`src/rtl/ct_merge.sv`:
```
// N-to-1 round-robin packet merge with a registered output stage.
// A granted input keeps the output until its end-of-packet beat has transferred.
module ct_merge #(
  parameter int NI = 2,
  parameter int WO = 1,
  parameter int WF = 1
) (
  input  logic             clk,
  input  logic             reset,
  input  logic [NI*WO-1:0] i_data,
  input  logic [NI-1:0]    i_valid,
  input  logic [NI*WF-1:0] i_flow,
  input  logic [NI-1:0]    i_eop,
  output logic [NI-1:0]    o_ready,
  output logic [WO-1:0]    o_data,
  output logic             o_valid,
  output logic [WF-1:0]    o_flow,
  output logic             o_eop,
  input  logic             i_ready
);

  localparam int WP = (NI > 1) ? $clog2(NI) : 1;

  typedef enum logic {IDLE, LOCKED} state_t;

  state_t        state;
  state_t        state_next;
  logic [WP-1:0] lock_idx;
  logic [WP-1:0] lock_next;
  logic [WP-1:0] rr_ptr;
  logic [WP-1:0] rr_next;

  logic          grant_ok;
  logic [WP-1:0] grant_idx;
  int            cand;

  logic          g_valid;
  logic          g_eop;
  logic [WO-1:0] g_data;
  logic [WF-1:0] g_flow;

  logic          load;
  logic          take;

  assign load = !o_valid || i_ready;
  assign take = load && grant_ok && g_valid;

  // Locked packets own the output; otherwise scan from rr_ptr with wrap-around.
  always_comb begin
    grant_ok  = 1'b0;
    grant_idx = '0;
    cand      = 0;
    if (state == LOCKED) begin
      grant_ok  = 1'b1;
      grant_idx = lock_idx;
    end else begin
      for (int i = 0; i < NI; i++) begin
        cand = (int'(rr_ptr) + i) % NI;
        for (int k = 0; k < NI; k++) begin
          if (!grant_ok && (k == cand) && i_valid[k]) begin
            grant_ok  = 1'b1;
            grant_idx = WP'(k);
          end
        end
      end
    end
  end

  always_comb begin
    g_valid = 1'b0;
    g_eop   = 1'b0;
    g_data  = '0;
    g_flow  = '0;
    for (int k = 0; k < NI; k++) begin
      if (WP'(k) == grant_idx) begin
        g_valid = i_valid[k];
        g_eop   = i_eop[k];
        g_data  = i_data[WO*k +: WO];
        g_flow  = i_flow[WF*k +: WF];
      end
    end
  end

  // Ready is gated by reset so upstream never sees a transfer while reset is held.
  always_comb begin
    o_ready = '0;
    for (int k = 0; k < NI; k++) begin
      o_ready[k] = reset && load && grant_ok && (WP'(k) == grant_idx);
    end
  end

  always_comb begin
    state_next = state;
    lock_next  = lock_idx;
    rr_next    = rr_ptr;
    if (take) begin
      if (g_eop) begin
        state_next = IDLE;
        rr_next    = (grant_idx == WP'(NI - 1)) ? '0 : grant_idx + WP'(1);
      end else begin
        state_next = LOCKED;
        lock_next  = grant_idx;
      end
    end
  end

  always_ff @(posedge clk or negedge reset) begin
    if (!reset) begin
      state    <= IDLE;
      lock_idx <= '0;
      rr_ptr   <= '0;
    end else begin
      state    <= state_next;
      lock_idx <= lock_next;
      rr_ptr   <= rr_next;
    end
  end

  // Data fields only change on a transfer; a bubble just clears o_valid.
  always_ff @(posedge clk or negedge reset) begin
    if (!reset) begin
      o_valid <= 1'b0;
      o_data  <= '0;
      o_flow  <= '0;
      o_eop   <= 1'b0;
    end else if (load) begin
      o_valid <= take;
      if (take) begin
        o_data <= g_data;
        o_flow <= g_flow;
        o_eop  <= g_eop;
      end
    end
  end

endmodule

```
`config.mk`:
```
export PLATFORM = sky130hd
export DESIGN_NAME = ct_merge
export DESIGN_NICKNAME = d
export VERILOG_FILES = /design/src/rtl/ct_merge.sv
export SDC_FILE = /design/constraint.sdc
export NUM_CORES = 1
export LEC_CHECK = 0
export ABC_AREA = 1
export CORE_AREA = 5 5 42 44
export CTS_CLUSTER_DIAMETER = 50
export CTS_CLUSTER_SIZE = 14
export DETAILED_ROUTE_END_ITERATION = 10
export DIE_AREA = 0 0 47 49
export PLACE_DENSITY_LB_ADDON = 0.08
export SLEW_MARGIN = 20
export SYNTH_ARGS = -nofsm -noshare
export SYNTH_HDL_FRONTEND = slang
export SYNTH_SLANG_ARGS = --single-unit
```
`constraint.sdc`:
```
create_clock -name clk -period 1.2 [get_ports clk]
set_clock_uncertainty 0.1 [all_clocks]
set_input_delay 0.12 -clock clk [delete_from_list [all_inputs] [get_ports clk]]
set_output_delay 0.12 -clock clk [all_outputs]
set_load 0.03 [all_outputs]
```
==> impl_results.md <==
* Run status: finished with violations
* Failing checks: negative setup slack
* Core Box Area at 1400 um2
* Avg WL per Cell at 9.43 um
* Ys Warns at 0
* Final slew viol count at 0
* Slew @ Worst Pin at 0.162 ns
* CP arrival at 1.19 ns
* GRT Residual Overflow at 0
* Detail Route Antenna Nets at 0
* Max-Cap Viols at 0
* R2R Setup Slk at -0.16 ns
* Clock Root Buffer: clkbuf_4
* CP cell instances: nor2_2 -> nand2_2 -> nand2_4 -> inv_4 -> nor2_4 -> buf_6
* Clock latency on the worst-skew pair at 0.24 ns
* Period minus WS final at 1.41 ns
* Worst VDD drop at 0.912 mV
* Max stage delay on crit path at 0.41 ns
* Top-Level Pins at 17
* Design Area, Final at 792 um2
* Kind of cell adding the most delay to the critical path: flip-flops
* Layout cells sized above 1 at 50.0%
* Critical Path Stages at 6
* Via density at 4.34
* Worst Hold Slack at 0.103 ns
* Worst r2r src: state
* Period utilization at 118%
* Cells after Synth at 61
* Longest Clk Path Bufs at 2
* Site Rows at 14
* CP required at 0.98 ns
* CTS tree: yes
* Post-Syn Area at 465 um2
* Port Buf Inserts at 16
* Crit. End Element: primary output
* Seq cells post-synth at 7
* Layout fillers at 147
* Syn nets at 72
* Fin util at 56.5%
* Rel. slew slack at 89.2%
* DRC Markers at 0
* Placer Congestion at 0.732
* Die height at 49 um
* Initial antenna violation count at 0
* Worst-path clk slew at 0.06 ns
* Die X at 47 um
* Drt pass-1 iters at 4
* Pwr/cell area at 2250 nW/um2
* Die Area at 2300 um2
* Crit path capture: o_ready[1]
* CP Launch Type: register
* Area of the multi-input gates at 280 um2
* First-pass GRT wire length at 1780 um
* CTS Buf Count at 3
* Slowest CP cell: dfrtp_1
* # diodes at 0
* DR iter-0 viols at 3
* Post-synthesis cell type count at 13
* DRT Wirelength at 1040 um
* Crit-path max FO at 4
* Leakage power at 0.427 nW
* Clock net sink count at 7
* Final Hold Fails at 0
* Finish-stage setup viols at 8
* Peak Freq at 0.709 GHz
* WS Path Type: register to primary output
* Register area share after synthesis at 37.6%
* Hpwl dp at 835 um
* Final WS setup at -0.211 ns
* Via count at 477
* Vias in the first global route at 456
* R2R depth at 9
* Aggregate global-route resource usage at 10.5%
* Sequential Area at 176 um2
* Syn Area/Cell at 7.63 um2
* H-tree depth at 1
* HP Class: input port to asynchronous set/reset pin
* Placed instance area at 709 um2
* Reg2reg end: lock_idx
* Largest net degree at the start of global routing at 8
* RSZ-0062 raised after global routing: true
* Starting Density at 33.2%
* Critical path origin: state
* Worst path bufs/invs at 2
* Area Growth Syn to Fin at 70.2%
* Final #Nets at 106
how the worst min path moves through the flow:
stage                from       end  slack (ns)  cells after the start
floorplan           reset  lock_idx       -0.28                      0
global placement    reset     o_eop        0.34                      2
CTS                 reset   o_valid        0.11                      2
global route        reset    o_flow        0.11                      2
finish              reset     o_eop        0.10                      2
detailed placement  reset  lock_idx        0.34                      2
state kept, by name (all words and copies together) (netlist names):
name / flops
lock_idx: 1
o_data: 1
o_eop: 1
o_flow: 1
o_valid: 1
rr_ptr: 1
state: 1
cells by family (layout without fill, tap and decap cells):
logic type,count (synthesis),in the layout,synth area share [%]
simple gates,45,45,52.4
buf+inv,8,41,8.07
flops,7,7,37.6
compound gates,1,1,1.88
placed cells by master (no fill, tap or decap), types with 2 or more instances in the layout:
cell type,instances
nand2_1,21
clkbuf_4,3
clkdlybuf4s50_1,9
nand2_2,8
nand2_4,4
nor2_4,3
buf_4,17
nand3_1,2
dfrtp_1,6
buf_6,2
nand3_2,3
nor2_2,2
inv_1,5
worst register-to-register path, delay by kind of cell, from the launching register on:
family                 cells  cell delay [ns]
buffers and inverters      2             0.25
DFF                        1             0.41
and+or+nand+nor            7             0.49
metrics by stage:
stage	total power [mW]	std cells	TNS (ns)	setup slack [ns]
5_1_grt	1.94	110	-1.87	-0.277
4_1_cts	1.76	109	-1.22	-0.224
6_report	1.78	110	-1.13	-0.211
3_5_place_dp	1.45	101	-2.30	-0.315
3_3_place_gp	1.44	101	-2.19	-0.299
2_1_floorplan	1.09	61	-0.0539	-0.0299
cell usage after synthesis, drive strengths merged:
master | n | area share (%)
nand2 | 33 | 37
inv | 8 | 8.1
dfrtp | 7 | 38
nor2 | 6 | 6.5
nand3 | 5 | 7.5
nand3b | 1 | 1.6
o21ai | 1 | 1.9
where the power goes:
part / internal (mW) / leakage (nW) / switching (mW)
Combinational: 0.511 / 0.327 / 0.639
Sequential: 0.351 / 0.0849 / 0.0723
Clock: 0.127 / 0.0150 / 0.0830
layout make-up:
cell class | instances | share of cell area [%]
multi-input cells | 46 | 35.4
repair buffers | 29 | 31.4
flip-flops and latches | 7 | 22.3
inverters | 8 | 5.06
clock buffers | 4 | 3.32
well taps | 16 | 2.53
metal layers:
layer	routed length, um	part of all wire (%)	track usage, %
met1	433	42	12.8
met2	514	50	16.3
met3	73	7.0	3.69
met4	15	1.4	4.15
met5	0	0	0
repair_timing:
item                       CTS  global route
gates resized for setup      4             2
pin swaps                    4             2
setup endpoints to repair    8             9
cloned                       0             0
buffers inserted             4             1
hold buffers                 0             0
No activity file was read; power rests on OpenSTA's default activity.
